===== src/rtl/soml_pkg.sv =====
// soml_pkg -- shared definitions for the HQA column reader slice.
//   DW_DEF / FRAC_DEF : default element width and fractional bits (Q8.8)
//   N_ELEM            : elements per packed column bus
//   SLICE_W           : width of one element slice in a column bus
//   NORM_W / NORM_MAX : energy accumulator width and its saturation value
//   state_t           : reader FSM state encoding
package soml_pkg;

    localparam int DW_DEF   = 16;
    localparam int FRAC_DEF = 8;
    localparam int N_ELEM   = 4;
    localparam int SLICE_W  = DW_DEF;
    localparam int NORM_W   = 32;
    localparam logic [NORM_W-1:0] NORM_MAX = 32'h7FFF_FFFF;

    typedef enum logic {
        ST_IDLE   = 1'b0,
        ST_STREAM = 1'b1
    } state_t;

endpackage


===== src/rtl/cmag2.sv =====
// cmag2 -- combinational squared magnitude of one complex element.
//   re, im : signed DW-bit real / imaginary parts
//   mag    : re*re + im*im, unsigned, 2*DW bits
// Each square is at most 2^(2*DW-2), so the sum of two always fits in
// 2*DW bits when read as unsigned.
module cmag2 #(
    parameter int DW = 16
) (
    input  logic signed [DW-1:0]   re,
    input  logic signed [DW-1:0]   im,
    output logic        [2*DW-1:0] mag
);

    logic signed [2*DW-1:0] re_x;
    logic signed [2*DW-1:0] im_x;
    logic signed [2*DW-1:0] re_sq;
    logic signed [2*DW-1:0] im_sq;

    assign re_x  = {{DW{re[DW-1]}}, re};
    assign im_x  = {{DW{im[DW-1]}}, im};
    assign re_sq = re_x * re_x;
    assign im_sq = im_x * im_x;
    assign mag   = $unsigned(re_sq) + $unsigned(im_sq);

endmodule


===== src/rtl/hqa_col_reader.sv =====
// hqa_col_reader -- captures a pair of complex columns on a rise of in_ready
// and streams their 8 elements out (col0 idx0..3, then col1 idx0..3).
//   clk, rst          : clock, synchronous active-high reset
//   in_ready          : producer level; a 0->1 rise requests a capture
//   col0_r/i, col1_r/i: packed columns, element k at [4*DW-1-k*DW -: DW]
//   busy, out_valid   : high while a captured pair is streaming
//   out_ready         : consumer accept
//   out_r/i, out_col, out_idx, out_last : current element and its position
//   err_drop          : one-cycle pulse when a rise arrives mid-stream
//   dbg_state         : current FSM state
//   norm0/1, norm_valid : per-column energy, Q16.16 (macro HQA_COL_NORM_EN)
// Handshake: an element transfers on a rising clk edge where
// out_valid && out_ready; while out_valid && !out_ready every output
// field is held, and out_valid never drops before its element transfers.
module hqa_col_reader
    import soml_pkg::*;
#(
    parameter int DW   = DW_DEF,
    parameter int FRAC = FRAC_DEF
) (
    input  logic            clk,
    input  logic            rst,
    input  logic            in_ready,
    input  logic [4*DW-1:0] col0_r,
    input  logic [4*DW-1:0] col0_i,
    input  logic [4*DW-1:0] col1_r,
    input  logic [4*DW-1:0] col1_i,
    output logic            busy,
    output logic            out_valid,
    input  logic            out_ready,
    output logic [DW-1:0]   out_r,
    output logic [DW-1:0]   out_i,
    output logic            out_col,
    output logic [1:0]      out_idx,
    output logic            out_last,
    output logic            err_drop,
    output state_t          dbg_state
`ifdef HQA_COL_NORM_EN
    ,
    output logic [NORM_W-1:0] norm0,
    output logic [NORM_W-1:0] norm1,
    output logic              norm_valid
`endif
);

    // Energy output is Q(2*(DW-FRAC)).(2*FRAC); FRAC must describe a real
    // fractional split of the element.
    if (FRAC < 0 || FRAC >= DW) begin : g_bad_frac
        $error("hqa_col_reader: FRAC must lie in [0, DW)");
    end

    state_t          state_q, state_d;
    logic            in_ready_q;
    logic            rise;
    logic            capture;
    logic            accept;
    logic            last_elem;
    logic [2:0]      cnt_q;
    logic [4*DW-1:0] c0r_q, c0i_q, c1r_q, c1i_q;
    logic [DW-1:0]   c0r_a [N_ELEM];
    logic [DW-1:0]   c0i_a [N_ELEM];
    logic [DW-1:0]   c1r_a [N_ELEM];
    logic [DW-1:0]   c1i_a [N_ELEM];

    assign rise      = in_ready && !in_ready_q;
    assign capture   = (state_q == ST_IDLE) && rise;
    assign accept    = out_valid && out_ready;
    assign last_elem = (cnt_q == 3'd7);

    // Element 0 sits in the MSB slice of each column bus.
    for (genvar k = 0; k < N_ELEM; k++) begin : g_unpack
        assign c0r_a[k] = c0r_q[4*DW-1-k*DW -: DW];
        assign c0i_a[k] = c0i_q[4*DW-1-k*DW -: DW];
        assign c1r_a[k] = c1r_q[4*DW-1-k*DW -: DW];
        assign c1i_a[k] = c1i_q[4*DW-1-k*DW -: DW];
    end

    always_ff @(posedge clk) begin
        if (rst) begin
            state_q    <= ST_IDLE;
            in_ready_q <= 1'b0;
            cnt_q      <= 3'd0;
            err_drop   <= 1'b0;
        end else begin
            state_q    <= state_d;
            in_ready_q <= in_ready;
            // A rise that lands while streaming (including on the final
            // accept) is refused; the held data is never overwritten.
            err_drop   <= rise && (state_q == ST_STREAM);
            if (capture) begin
                cnt_q <= 3'd0;
            end else if (accept) begin
                cnt_q <= cnt_q + 3'd1;
            end
        end
    end

    // Holding registers need no reset: outputs are forced to zero whenever
    // out_valid is low, and they are always loaded before a stream starts.
    always_ff @(posedge clk) begin
        if (capture) begin
            c0r_q <= col0_r;
            c0i_q <= col0_i;
            c1r_q <= col1_r;
            c1i_q <= col1_i;
        end
    end

    always_comb begin
        state_d = state_q;
        case (state_q)
            ST_IDLE:   if (rise) state_d = ST_STREAM;
            ST_STREAM: if (accept && last_elem) state_d = ST_IDLE;
            default:   state_d = ST_IDLE;
        endcase
    end

    always_comb begin
        out_valid = (state_q == ST_STREAM);
        busy      = out_valid;
        out_r     = '0;
        out_i     = '0;
        out_col   = 1'b0;
        out_idx   = 2'd0;
        out_last  = 1'b0;
        if (out_valid) begin
            out_col  = cnt_q[2];
            out_idx  = cnt_q[1:0];
            out_last = last_elem;
            out_r    = cnt_q[2] ? c1r_a[cnt_q[1:0]] : c0r_a[cnt_q[1:0]];
            out_i    = cnt_q[2] ? c1i_a[cnt_q[1:0]] : c0i_a[cnt_q[1:0]];
        end
    end

    assign dbg_state = state_q;

`ifdef HQA_COL_NORM_EN
    logic [2*DW-1:0]   mag;
    logic [NORM_W-1:0] acc_sel;
    logic [NORM_W:0]   acc_sum;
    logic [NORM_W-1:0] acc_sat;

    cmag2 #(.DW(DW)) u_cmag2 (
        .re  (out_r),
        .im  (out_i),
        .mag (mag)
    );

    // One extra sum bit catches any overflow before the clamp.
    assign acc_sel = out_col ? norm1 : norm0;
    assign acc_sum = {1'b0, acc_sel} + (NORM_W+1)'(mag);
    assign acc_sat = (acc_sum > {1'b0, NORM_MAX}) ? NORM_MAX : acc_sum[NORM_W-1:0];

    always_ff @(posedge clk) begin
        if (rst) begin
            norm0      <= '0;
            norm1      <= '0;
            norm_valid <= 1'b0;
        end else begin
            norm_valid <= accept && last_elem;
            if (capture) begin
                norm0 <= '0;
                norm1 <= '0;
            end else if (accept) begin
                if (out_col) norm1 <= acc_sat;
                else         norm0 <= acc_sat;
            end
        end
    end
`endif

endmodule


===== config.mk =====
export PLATFORM = sky130hd
export DESIGN_NAME = hqa_col_reader
export DESIGN_NICKNAME = d
export VERILOG_FILES = /design/src/rtl/soml_pkg.sv /design/src/rtl/cmag2.sv /design/src/rtl/hqa_col_reader.sv
export SDC_FILE = /design/constraint.sdc
export NUM_CORES = 1
export LEC_CHECK = 0
export CAP_MARGIN = 10
export CORE_UTILIZATION = 40
export CTS_CLUSTER_SIZE = 40
export DETAILED_ROUTE_END_ITERATION = 7
export PLACE_DENSITY = 0.7
export SYNTH_ARGS = -nofsm -noshare
export SYNTH_HDL_FRONTEND = slang
export SYNTH_SLANG_ARGS = --single-unit

===== constraint.sdc =====
create_clock -name clk -period 62.6 [get_ports clk]
set_input_delay 12.52 -clock clk [delete_from_list [all_inputs] [get_ports clk]]
set_output_delay 12.52 -clock clk [all_outputs]
set_load 0.01 [all_outputs]

==> results.yml <==
yosys:
  yosysSeqAreaShare_pct: 77.20
  ys_top_cells_by_area: "edfxtp_1 (76%), mux4_2 (6.9%), mux2_2 (3.6%)"
  syn_inst: 510
  synth_fp_nets: 772
  yosysWarnings: 0
  avgSynthCellArea_um2: 19.83
  synth.most_common_cell: "edfxtp_1"
  netlist.area_leader.share_pct: 76.01
  syn-cell-area_mm2: 0.01011
  synth_edf_count: 256
  async_reset_ff_share_pct: 0
  synth_common_cells: "edfxtp_1 (256), nor2_1 (34), mux2_2 (32), mux2i_1 (32), o21ai_0 (32)"
  ys_ff_latch: 262
  ys_types: 26
  synthFlopType: "edfxtp_1"
  synth_top_area_cell: "edfxtp_1"
die:
  chipWidth_um: 161.0
  core-area_mm2: 0.02453
  die_y_um: 161.0
  fp-row-count: 57
  design.die.area_mm2: 0.02592
  io_pins: 300
  initial_core_util_pct: 41.22
clock_tree:
  numClockSinks: 262
  post_cts_buffers: 0
  cts_buffer_depth: 3
  cts_htree_levels: 1
  hold_buffers: 0
  ctsResizeCount: 0
  insertion_delay_ns: 0.53
  clockRootBuffer: "clkbuf_16"
  cts.clk_slew.worst_paths_ns: 0.06
  tritoncts: "done"
  cts_buffers: 28
layout:
  num_antenna_cells: 0
  drive_above_1_share_pct: 14.39
  seq_area_mm2: 0.007818
  fin_nets: 1075
  final_area_mm2: 0.01428
  area_growth_pct: 41.21
  multiInputGateArea_mm2: 0.002093
  nFillCells: 1861
  instances_no_fill: 1158
placed_design:
  place_inst: 1106
  io_buffers: 299
  postPlaceCellArea_mm2: 0.01336
  place_congestion: 0.8447
  place_hpwl_um: 16250
grt:
  grt_usage_pct: 18.24
  grt_pass1_wl_um: 35890
  grt_pass1_vias: 6404
  antenna_found_initial: 0
  grt_max_degree: 162
  gr-usage-met2_pct: 32.60
  met1_usage_pct: 22.86
  grt_use_met3_pct: 3.338
  gr-total-overflow: 0
  grt_most_used_layer: "met2"
critical_path:
  critPathKind: "register to primary output"
  rr_endpoint: "c0i_a[8]"
  worstPathRequired_ns: 50.08
  path_max_fanout: 53
  arrival_ns: 3.54
  cp_slowest_cell: "dfxtp_4"
  reg2reg_depth: 3
  r2r_slack_ns: 59.69
  cpPeakStageDelay_ns: 0.83
  path_cells: "buf_4, mux2_2, o21ai_0, a211oi_1, clkdlybuf4s50_1"
  crit_path_end_kind: "primary output"
  start_kind: "register"
  r2r_start: "busy"
sta:
  hold_viol_final: 0
  setup_viol: 0
  hold_ws_ns: 0.5416
  max_freq_ghz: 0.06227
  setup_tns_ns: 0
  drv_slew: 0
  finalCriticalPeriod_ns: 16.06
  worstMarginPinSlew_ns: 1.022
  slew_headroom_pct: 31.71
  rsz0062_at_grt: "false"
  fin_crit_sh_pct: 25.65
  skew_ns: 0.01363
routing:
  drt-initial-drc-count: 462
  wl_per_cell_um: 20.69
  dr.pass1.iters: 4
  drc_errors: 0
  vias_per_cell: 5.092
  antenna_left: 0
  num_vias: 5896
  totalWireLength_um: 23950
min_path:
  hold_depth: 1
  worstHoldStart: "in_ready_q"
  worstHoldPathType: "register to register"
  holdPathEnd: "err_drop"
run_status:
  status: "complete, no violations"
power_and_ir_drop:
  power.density_mw_per_mm2: 28.37
  ir_drop_mv: 0.01892
  power.total_w: 0.0004052
  leakagePower_nw: 4.638
flow_run:
  maxCapViolCount: 0
## layer usage
metal	part of all wire [%]	routed length [um]
met1	39	9353
met2	51	12320
met3	7.5	1806
met4	2.0	477
met5	0	0
## kinds of logic (layout without fill, tap and decap cells)
kind of cell    after synthesis  after routing  synth area share, %
fa+ha+maj                     2              2               0.2474
xor+xnor                      1              1              0.08662
flops                       262            262                77.20
buf+inv                      32            356                2.227
mux                          96             96                13.89
compound gates               67             67                4.206
simple gates                 50             50                2.140
## critical path, delay by kind of cell (launching register included)
kind	cells	cell delay [ns]
mux	1	0.30
flops	1	0.83
compound gates	2	0.46
buf+inv	2	1.37
## final cells by class
class                   count  share of cell area (%)
well taps                 324                   2.839
repair buffers            305                   21.41
multi-input cells         216                   14.66
flip-flops and latches    262                   54.74
clock buffers              33                   5.187
clock inverters            18                   1.165
## state kept, by name, indices dropped and copies added (netlist names)
signal and flops:
c0i_a 64, c0r_a 64, c1i_a 64, c1r_a 64, cnt_q 3, busy 1
err_drop 1, in_ready_q 1
## stage by stage
step	util [%]	setup WS (ns)
after floorplan	-	29.75
after global placement	54.45	47.05
after detailed placement	54.45	46.95
after CTS	58.15	46.37
after global routing	58.21	46.39
final	58.21	46.54
## where the power goes
part	leakage (nW)	switching, W	internal [W]
Clock	0.452	0.0000651	0.0000966
Combinational	1.71	0.0000123	0.0000218
Sequential	2.47	0.00000399	0.000205
## layout by cell type, fill, tap and decap left out, types with 2 or more instances in the layout
cell | netlist | routed
bufinv_16 | 0 | 3
mux2_2 | 32 | 32
mux2i_1 | 32 | 32
nand2_1 | 5 | 5
a211oi_2 | 2 | 2
and2_1 | 4 | 4
edfxtp_1 | 256 | 256
dfxtp_2 | 0 | 2
a211oi_1 | 30 | 30
dfxtp_1 | 6 | 2
mux4_2 | 31 | 31
dfxtp_4 | 0 | 2
a21oi_1 | 3 | 3
nand3_1 | 2 | 2
buf_4 | 10 | 4
clkbuf_16 | 0 | 29
clkinv_1 | 0 | 5
clkinv_2 | 0 | 8
o21ai_0 | 32 | 32
clkdlybuf4s50_1 | 0 | 299
clkbuf_1 | 13 | 4
nor2_1 | 34 | 34
ha_1 | 2 | 2
## worst max path at each step
stage                     startpoint         to  slack (ns)  cells past startpoint
after CTS                   cnt_q[0]   out_i[4]       46.37                      4
after floorplan             in_ready   cnt_q[0]       29.75                      3
final                       cnt_q[1]   out_i[4]       46.54                      5
after detailed placement    cnt_q[0]  out_i[13]       46.95                      4
after global routing        cnt_q[1]   out_i[5]       46.39                      5
after global placement      cnt_q[0]   out_r[8]       47.05                      4
Power figures use the tool's default switching activity.
==> variant (config.mk and constraints unchanged) <==
Set the package constant `N_ELEM` to 2 (it was 4).
--- a/src/rtl/soml_pkg.sv
+++ b/src/rtl/soml_pkg.sv
@@ -9,5 +9,5 @@
     localparam int DW_DEF   = 16;
     localparam int FRAC_DEF = 8;
-    localparam int N_ELEM   = 4;
+    localparam int N_ELEM   = 2;
     localparam int SLICE_W  = DW_DEF;
     localparam int NORM_W   = 32;
Check against the original RTL: not equivalent (Yosys sat finds a counterexample within 4 cycles, from zero or initial values and one cycle with rst high).
==> variant against the unedited design <==
- setup slack gained 0.62 ns
- sequential cell count shrank 128
- area after synthesis shrank 49%
- critical path depth shrank 1
- clock power shrank 42%
- clock skew shrank 0.0070 ns
- total power shrank 46%
- via count shrank 49%
- wire length shrank 55%
- non-clock buffer count shrank 130
- final area shrank 47%
==> variant: results (changes against the unedited design) <==
[metrics] clock buf count: 17 (-48%)
[metrics] total number of tap cells: 172 (-47%)
[metrics] clock net sink count: 134 (-49%)
[metrics] sum of internal, switching and leakage power: 0.000220 W (-46%)
[metrics] number of design-rule violations left by the first detailed-router iteration: 207 (-55%)
[metrics] cell types with the largest area share after synthesis: sky130_fd_sc_hd__edfxtp_1, sky130_fd_sc_hd__mux2i_1, sky130_fd_sc_hd__o22ai_1, sky130_fd_sc_hd__dfxtp_1, sky130_fd_sc_hd__buf_12
[metrics] wire length after detailed routing: 10,700 µm (-55%)
[metrics] end of the worst register-to-register path: c0i_q[39]$_DFFE_PP_
[metrics] Non-clock buffering overhead: 0.232 (+0.0178)
[metrics] multi-input combinational cell count: 117 (-46%)
[metrics] Least-Margin Pin Slew: 1.17 ns (+0.150 ns)
[metrics] maximum number of pins on one net before global-route repair: 75 (-54%)
[metrics] sequential fraction of the synthesis area: 0.771 (-0.00100)
[metrics] Worst VDD drop: 18.2 µV (-3.6%)
[metrics] total placed instance area: 6950 µm² (-48%)
[metrics] final cell area excluding filler cells: 7510 µm² (-47%)
[metrics] count of H-tree levels built during CTS: 4 (+3)
[metrics] critical path arrival: 2.92 ns (-0.62 ns)
[metrics] via count of the first global-routing pass: 2,991 (-53%)
[metrics] Non-CTS buffers: 175 (-43%)
[metrics] synthesized instance count: 269 (-47%)
[metrics] Via-to-Cell Ratio: 4.80 (-5.8%)
[metrics] hold-critical path depth: 1 (unchanged)
[metrics] register area: 3970 µm² (-49%)
[metrics] post-route clock skew: 0.00663 ns (-0.00700 ns)
[metrics] total routing resource utilization after global routing: 0.164 (-0.0181)
[metrics] Layout Cells excl Fill: 630 (-46%)
[metrics] number of synthesized flops with an enable pin: 128 (-50%)
[metrics] synth unique cells: 25 (-3.8%)
[metrics] wire length of the first global-routing pass: 15,700 µm (-56%)
[metrics] nets in the synthesized netlist: 531 (-31%)
[metrics] GPL Wtd Cong: 0.695 (-18%)
[metrics] worst hold-check slack: 0.561 ns (+0.0191 ns)
[metrics] leading cell types by count after synthesis: sky130_fd_sc_hd__edfxtp_1, sky130_fd_sc_hd__mux2i_1, sky130_fd_sc_hd__o22ai_1
[metrics] result of the run: finished, final reports clean
[metrics] share of cells above drive strength 1: 0.0830 (-0.0609)
[metrics] Non-Clock Inverter Count: 1 (+1)
[metrics] power consumed by combinational cells: 0.0000195 W (-43%)
[metrics] clock network contribution to total cell area: 0.0746 (+0.0111)
[metrics] crit-path max FO: 17 (-68%)
[metrics] DRT Pass-1 Iters: 4 (unchanged)
[metrics] placed wire-length estimate: 6890 µm (-58%)
[metrics] Cell Count Post-Placement: 599 (-46%)
[metrics] area taken by multi-input logic gates: 1020 µm² (-51%)
[metrics] register-to-register path setup slack: 59.94 ns (+0.25 ns)
[metrics] number of fill cells in the layout: 960 (-48%)
[metrics] Leakage: 2.47 nW (-47%)
[metrics] maximum buffer depth of the clock tree: 2 (-1)
-- variant: cell types whose count changed after synthesis, sizes merged, moves of 6 or more --
cell / delta
nor2: -34
a211oi: -29
buf: -6
mux2i: +32
clkbuf: -9
o21ai: -32
mux2: -32
edfxtp: -128
mux4: -32
o22ai: +32
-- variant: worst max-delay path by stage --
stage,startpoint,end,slack [ns],depth (start not counted)
detailed placement,in_ready,c0i_q[43]$_DFFE_PP_,47.51,4
global route,busy$_SDFF_PP0_,out_i[13],46.92,4
floorplan,in_ready,c0i_q[32]$_DFFE_PP_,44.52,1
finish,busy$_SDFF_PP0_,out_r[0],47.16,4
CTS,busy$_SDFF_PP0_,out_r[0],47.09,4
global placement,busy$_SDFF_PP0_,out_r[0],47.55,4
-- variant: cell families after synthesis --
kind of cell | share of synthesized area
and+or+nand+nor | 0.0144
buffers and inverters | 0.0316
AOI/OAI and AO/OA | 0.0535
DFF | 0.771
muxes | 0.125
adders and majority gates | 0.00487
-- variant: metal layers --
metal / routed length (µm) / vias up / global-route usage / part of all wire
met1: 4360 / 1437 / 0.192 / 0.41
met2: 4920 / 129 / 0.245 / 0.46
li1: - / 1439 / - / -
met4: 186 / 0 / 0.0805 / 0.017
met5: 0 / - / 0 / 0
met3: 1250 / 18 / 0.0896 / 0.12
-- variant: worst max-delay path: stages (launching register included) --
cell and delay [ns]:
sky130_fd_sc_hd__dfxtp_1 0.68, sky130_fd_sc_hd__nand2b_1 0.57, sky130_fd_sc_hd__buf_4 0.41, sky130_fd_sc_hd__o22ai_1 0.23, sky130_fd_sc_hd__clkdlybuf4s50_1 0.59
